==> src/rtl/cic_decim_sched.sv <==
// rtl/cic_decim_sched.sv - CIC decimator control: flush/settle sequencing and output strobe generation.
module cic_decim_sched #(
  parameter int N            = 4,
  parameter int FLUSH_CYCLES = 4
) (
  input  logic       clock,
  input  logic       reset_n,
  input  logic       enable,
  input  logic [7:0] rate_in,
  input  logic       rate_wr,
  input  logic       strobe_in,
  output logic       cic_enable,
  output logic       cic_reset,
  output logic [7:0] rate,
  output logic       strobe_out,
  output logic       out_valid,
  output logic       busy
);

  typedef enum logic [1:0] {IDLE, FLUSH, SETTLE, RUN} state_t;

  localparam logic [7:0] FLUSH_LOAD  = 8'(FLUSH_CYCLES - 1);
  localparam logic [7:0] SETTLE_LAST = 8'(N - 1);

  state_t     state_q, state_d;
  logic [7:0] rate_q, rate_d;
  logic [7:0] flush_cnt_q, flush_cnt_d;
  logic [7:0] phase_q, phase_d;
  logic [7:0] settle_cnt_q, settle_cnt_d;
  logic       strobe_out_q, strobe_out_d;
  logic       cic_enable_q, cic_enable_d;
  logic       cic_reset_q, cic_reset_d;
  logic       out_valid_q, out_valid_d;
  logic       busy_q, busy_d;
  logic       rate_change;

  always_comb begin
    state_d      = state_q;
    rate_d       = rate_q;
    flush_cnt_d  = flush_cnt_q;
    phase_d      = phase_q;
    settle_cnt_d = settle_cnt_q;
    strobe_out_d = 1'b0;
    rate_change  = rate_wr && (rate_in != rate_q);

    // The written rate is always captured, even when enable low wins the state decision.
    if (rate_wr) rate_d = rate_in;

    if (!enable) begin
      state_d      = IDLE;
      flush_cnt_d  = 8'd0;
      phase_d      = 8'd0;
      settle_cnt_d = 8'd0;
    end else begin
      case (state_q)
        IDLE: begin
          state_d      = FLUSH;
          flush_cnt_d  = FLUSH_LOAD;
          phase_d      = 8'd0;
          settle_cnt_d = 8'd0;
        end
        FLUSH: begin
          if (rate_change)            flush_cnt_d = FLUSH_LOAD;
          else if (flush_cnt_q == 0)  state_d     = SETTLE;
          else                        flush_cnt_d = flush_cnt_q - 8'd1;
        end
        default: begin
          if (rate_change) begin
            state_d      = FLUSH;
            flush_cnt_d  = FLUSH_LOAD;
            phase_d      = 8'd0;
            settle_cnt_d = 8'd0;
          end else begin
            if (strobe_in) begin
              if (phase_q == rate_q) begin
                phase_d      = 8'd0;
                strobe_out_d = 1'b1;
              end else begin
                phase_d = phase_q + 8'd1;
              end
            end
            // Settling counts emitted pulses, so RUN starts the clock after the Nth one.
            if (state_q == SETTLE && strobe_out_q) begin
              if (settle_cnt_q == SETTLE_LAST) begin
                state_d      = RUN;
                settle_cnt_d = 8'd0;
              end else begin
                settle_cnt_d = settle_cnt_q + 8'd1;
              end
            end
          end
        end
      endcase
    end

    cic_enable_d = (state_d == SETTLE) || (state_d == RUN);
    cic_reset_d  = (state_d == FLUSH);
    out_valid_d  = (state_d == RUN);
    busy_d       = (state_d == FLUSH) || (state_d == SETTLE);
  end

  always_ff @(posedge clock or negedge reset_n) begin
    if (!reset_n) begin
      state_q      <= IDLE;
      rate_q       <= 8'd0;
      flush_cnt_q  <= 8'd0;
      phase_q      <= 8'd0;
      settle_cnt_q <= 8'd0;
      strobe_out_q <= 1'b0;
      cic_enable_q <= 1'b0;
      cic_reset_q  <= 1'b0;
      out_valid_q  <= 1'b0;
      busy_q       <= 1'b0;
    end else begin
      state_q      <= state_d;
      rate_q       <= rate_d;
      flush_cnt_q  <= flush_cnt_d;
      phase_q      <= phase_d;
      settle_cnt_q <= settle_cnt_d;
      strobe_out_q <= strobe_out_d;
      cic_enable_q <= cic_enable_d;
      cic_reset_q  <= cic_reset_d;
      out_valid_q  <= out_valid_d;
      busy_q       <= busy_d;
    end
  end

  assign cic_enable = cic_enable_q;
  assign cic_reset  = cic_reset_q;
  assign rate       = rate_q;
  assign strobe_out = strobe_out_q;
  assign out_valid  = out_valid_q;
  assign busy       = busy_q;

endmodule

==> config.mk <==
export PLATFORM = sky130hd
export DESIGN_NAME = cic_decim_sched
export DESIGN_NICKNAME = d
export VERILOG_FILES = /design/src/rtl/cic_decim_sched.sv
export SDC_FILE = /design/constraint.sdc
export NUM_CORES = 1
export LEC_CHECK = 0
export BUFFER_PORTS_ARGS = -buffer_cell sky130_fd_sc_hd__buf_2
export CAP_MARGIN = 20
export CELL_PAD_IN_SITES_DETAIL_PLACEMENT = 2
export CELL_PAD_IN_SITES_GLOBAL_PLACEMENT = 2
export CORE_ASPECT_RATIO = 0.9
export CORE_MARGIN = 8
export CORE_UTILIZATION = 33
export CTS_BUF_LIST = sky130_fd_sc_hd__clkbuf_16
export CTS_CLUSTER_SIZE = 20
export DETAILED_ROUTE_END_ITERATION = 12
export HOLD_SLACK_MARGIN = 0.08
export PLACE_DENSITY = 0.73
export RECOVER_POWER = 100
export SETUP_SLACK_MARGIN = 0.5
export SYNTH_ARGS = -nofsm -noshare
export SYNTH_HDL_FRONTEND = slang
export SYNTH_SLANG_ARGS = --single-unit
==> constraint.sdc <==
create_clock -name clock -period 2.1 [get_ports clock]
set_input_delay 0.42 -clock clock [delete_from_list [all_inputs] [get_ports clock]]
set_output_delay 0.42 -clock clock [all_outputs]
set_load 0.02 [all_outputs]
* Word level (Yosys, flattened, before mapping) *
Index checks and enable logic that the tools add are counted.
Widths: inputs -> output; s select.

word-level totals
  register bits after elaboration = 39
  bits of input ports = 13
  output and inout bits = 13

operators by class
  $add $sub $neg = 3
  eq/ne operators = 13
  multiplexer cells = 27
  reductions and logical operators = 10

operators with widths
  cell                 count
  $mux 8               12
  $pmux 8 s2           3
  $add 8x1->8 const B  2
  $mux 2               6
  $ne 4x1->1 const B   3
  $eq 8x2->1 const B   1
  $eq 8x8->1           1
  $logic_not 8->1      1
  $ne 8x8->1           1
  $sub 8x1->8 const B  1
  $eq 2x2->1 const B   3
  $reduce_and 2->1     3
  $mux 1               5
  $eq 2x1->1 const B   2
  $ne 4x4->1 const B   1
  $pmux 2 s2           1
  $logic_and 1x1->1    2
  $logic_not 2->1      1
  $logic_or 1x1->1     2
  $ne 2x2->1 const B   1
  $reduce_or 2->1      1

* Longest topological paths before layout *
  word-level depth = 8
  gate-level depth with buffers = 8
  mapped depth without buffers = 8

* Worst setup path before layout *
OpenSTA, ideal clock, no wires.

  kind = register to register
  from = reg settle_cnt_q[0]
  to = reg cic_enable_q, in the netlist cic_enable
  data arrival time = 1.881 ns
  required time = 1.973 ns
  path slack = 0.092 ns
  cell stages (with the launch flop) = 9
  path buffers = 0
  clock period less this slack = 2.008 ns
  path through = dfrtp_1 ha_1 nor4b_1 and2_0 a211oi_1 a21oi_1 o21a_1 ha_1 or2_2

on the way
  longest elaborated chain between the ends = 8

RTL lines
  element                 line  RTL
  start, declared         29    logic [7:0] settle_cnt_q, settle_cnt_d;
  start signal, assigned  119   settle_cnt_q <= settle_cnt_d;
  $eq 8x2->1              84    if (settle_cnt_q == SETTLE_LAST) begin
  $mux 2                  84
  $mux 2                  83    if (state_q == SETTLE && strobe_out_q) begin
  $mux 2                  68    if (rate_change) begin
  $pmux 2 s2              55    case (state_q)
  $mux 2                  49    if (!enable) begin
  net state_d[0]          25    state_t state_q, state_d;
  $eq 2x2->1              -
  net out_valid_d         33    logic out_valid_q, out_valid_d;
  $logic_or 1x1->1        96    cic_enable_d = (state_d == SETTLE) || (state_d == RUN);
  net cic_enable_d        31    logic cic_enable_q, cic_enable_d;
  end signal, assigned    121   cic_enable_q <= cic_enable_d;
  end, declared           31

The timed path passes the listed nets, and every way through them passes these cells.
A chain may end at the register's enable or synchronous reset.

* Worst setup path in the final report *
  from = reg settle_cnt_q[1]
  to = reg settle_cnt_q[6]

on the way
  longest elaborated chain between the ends = 6

RTL lines
  element                                           line
  $add 8x1->8 / $eq 8x2->1 (equally long branches)  88, 84
  $mux 8 (*)                                        84
  $mux 8 (*)                                        83
  $mux 8 (*)                                        68
  $pmux 8 s2 (*)                                    55
  $mux 8 (*)                                        49

Every way passes the cells marked *; elsewhere a longest branch is shown, timed or not. The select of a mux whose other input is x is not followed.

==> impl_metrics.json <==
{
  "critPathSlowestCell": "or4_1",
  "cts_inserted_buffers": 5,
  "cp_cell_sequence": "ha_2 > buf_4 > and3_2 > and3_1 > or4_1 > a31oi_1",
  "worstPathArrival_ns": 2.25,
  "vdd_drop_max_mv": 0.354,
  "via_per_inst": 5.83,
  "rows": 28,
  "grt_first_pass_wirelength_um": 15100,
  "holdWs_ns": 0.281,
  "finalInstanceArea_mm2": 0.00370,
  "critical_path_buf_inv_count": 1,
  "syn_inst": 231,
  "syn_area_mm2": 0.00224,
  "netlist.top_cell.by_area": "dfrtp_1",
  "synth_most_common_cell": "dfrtp_1",
  "critPathRequiredTime_ns": 2.28,
  "synth-edff-count": 0,
  "status": "finished, final reports clean",
  "syn_area_per_cell_um2": 9.68,
  "clock_sinks": 39,
  "synth_seq_cells": 39,
  "cts_buffer_depth": 2,
  "cts-root-buf": "clkbuf_16",
  "synth_top_area_share_pct": 43.6,
  "final-hold-violation-count": 0,
  "path_class": "reg -> reg",
  "routed-via-count": 2403,
  "cts_hold_buf": 0,
  "setup_viol": 0,
  "first_global_vias": 2618,
  "insertion_delay_ns": 0.29,
  "synth_common_cells": "dfrtp_1, nand3_1, a31oi_1, nor2_1, nand2_1",
  "endpoint_kind": "flop",
  "dr.pass1.iters": 4,
  "r2r_slack_ns": 0.03,
  "wire_per_inst_um": 28.8,
  "rsz0062_at_grt": "yes",
  "slew_headroom_pct": 31.1,
  "syn_to_final_growth_pct": 65.5,
  "fp.dieW_um": 103,
  "n_antenna_cell": 0,
  "grt_max_degree": 16,
  "clk_pin_slew_worst_paths_ns": 0.06,
  "routed_wl_um": 11900,
  "start_util_pct": 33.9,
  "fin_crit_sh_pct": 98.4,
  "synth_ff_type": "dfrtp_1",
  "drt_iter0_markers": 110,
  "cp_max_fo": 3,
  "die_h_um": 94.1,
  "core_mm2": 0.00659,
  "place_congestion": 0.758,
  "clock_skew_ns": 0.00877,
  "yosys_warnings": 0,
  "die_area_mm2": 0.00967,
  "remaining_drc_errors": 0,
  "start_kind": "flop",
  "hp-class": "in -> async",
  "timing.rr.start": "settle_cnt_q[1]",
  "async_reset_ff_share_pct": 100,
  "final_nets": 341,
  "finish.utilization_pct": 56.2,
  "overflow": 0,
  "cp_top_family": "simple AND/OR/NAND/NOR gates",
  "grt_usage_pct": 20.9,
  "fin_crit_ns": 2.07,
  "port_buffers": 25,
  "antenna_found_initial": 0,
  "place_hpwl_um": 4920,
  "finalMaxSlewViolations": 0,
  "maxCapViolCount": 0,
  "postRouteAntennaNets": 0,
  "io_pins": 26,
  "drive_gt1_share_pct": 53.1,
  "place_area_mm2": 0.00261,
  "fmax_ghz": 0.484,
  "yosysUniqueCellTypes": 43,
  "power-per-cell-area_mw_per_mm2": 613,
  "p_leak_nw": 1.58,
  "synth_area_leaders": "dfrtp_1, mux2_2, a31oi_1",
  "worst_pin_slew_ns": 1.03,
  "synth.net_count": 251,
  "fin_setup_tns_ns": 0,
  "reg2reg_depth": 6,
  "slowest_delay_ns": 0.49,
  "r2r-end": "settle_cnt_q[6]",
  "crit_cells": 6,
  "yosysSeqAreaShare_pct": 43.6,
  "cts_tree": "yes",
  "htreeDepth": 2
}
==> final cells by class <==
| class | count | area [um2] |
|---|---|---|
| clock buffers | 5 | 125 |
| fillers | 685 | 2890 |
| clock inverters | 3 | 38.8 |
| well taps | 90 | 113 |
| multi-input cells | 174 | 1630 |
| repair buffers | 91 | 766 |
| flip-flops and latches | 39 | 985 |
| inverters | 10 | 40.0 |
==> metal layers <==
| layer | vias to the layer above | share of wire, % | GRT usage, % |
|---|---|---|---|
| li1 | 1032 | - | - |
| met1 | 1264 | 38 | 23.1 |
| met2 | 77 | 56 | 37.4 |
| met3 | 30 | 3.8 | 3.85 |
| met4 | 0 | 2.9 | 10.6 |
| met5 | - | 0 | 0 |
==> worst max-delay path by stage <==
stage,startpoint,to
3_3_place_gp,rate_in[1],cic_enable
4_1_cts,settle_cnt_q[0],cic_enable
5_1_grt,settle_cnt_q[1],settle_cnt_q[6]
3_5_place_dp,rate_in[4],cic_enable
6_report,settle_cnt_q[1],settle_cnt_q[6]
2_1_floorplan,settle_cnt_q[0],cic_enable
==> cells in the final DEF (no fill, tap or decap), types with 5 or more instances in the layout <==
cell type  count
a31oi_1       12
and3_1         7
buf_2         16
buf_4         36
buf_6         21
clkbuf_1      11
clkbuf_16      6
dfrtp_1       32
dfrtp_2        7
inv_1          9
mux2_2         9
nand2_1        5
nand2_2        5
nand3_1       13
nand3_2        6
nor2_1         8
xnor2_2        5
xor2_1         6
==> state kept, by name (all words and copies together), names as in the netlist <==
signal / count
busy: 1
cic_enable: 1
cic_reset: 1
flush_cnt_q: 8
out_valid: 1
phase_q: 8
rate: 8
settle_cnt_q: 8
state_q: 2
strobe_out: 1
==> per-stage QoR <==
step / total power, mW / setup WS, ns / cells
3_5_place_dp: 1.15 / 0.0853 / 350
6_report: 2.27 / 0.0332 / 412
2_1_floorplan: 1.02 / 0.302 / 231
4_1_cts: 2.13 / 0.215 / 394
3_3_place_gp: 1.14 / 0.158 / 350
5_1_grt: 2.33 / -0.00156 / 412
==> report_power, final <==
group	internal [mW]	switching (mW)
Clock	0.555	0.327
Sequential	0.783	0.0470
Combinational	0.252	0.307
==> timing repair <==
| action | CTS | global route |
|---|---|---|
| resized for setup | 61 | 50 |
| cloned | 1 | 1 |
| endpoints found under the setup margin | 30 | 30 |
| buffers inserted | 35 | 17 |
| pin swaps | 33 | 30 |
==> logic make-up after synthesis <==
kind of cell	synth area share [%]
xor gates and xnor gates	7.05
AOI/OAI and AO/OA	14.2
DFF	43.6
adders and majority gates	3.92
buffers and inverters	3.25
muxes	6.32
and+or+nand+nor	21.7
Power figures use the tool's default switching activity.
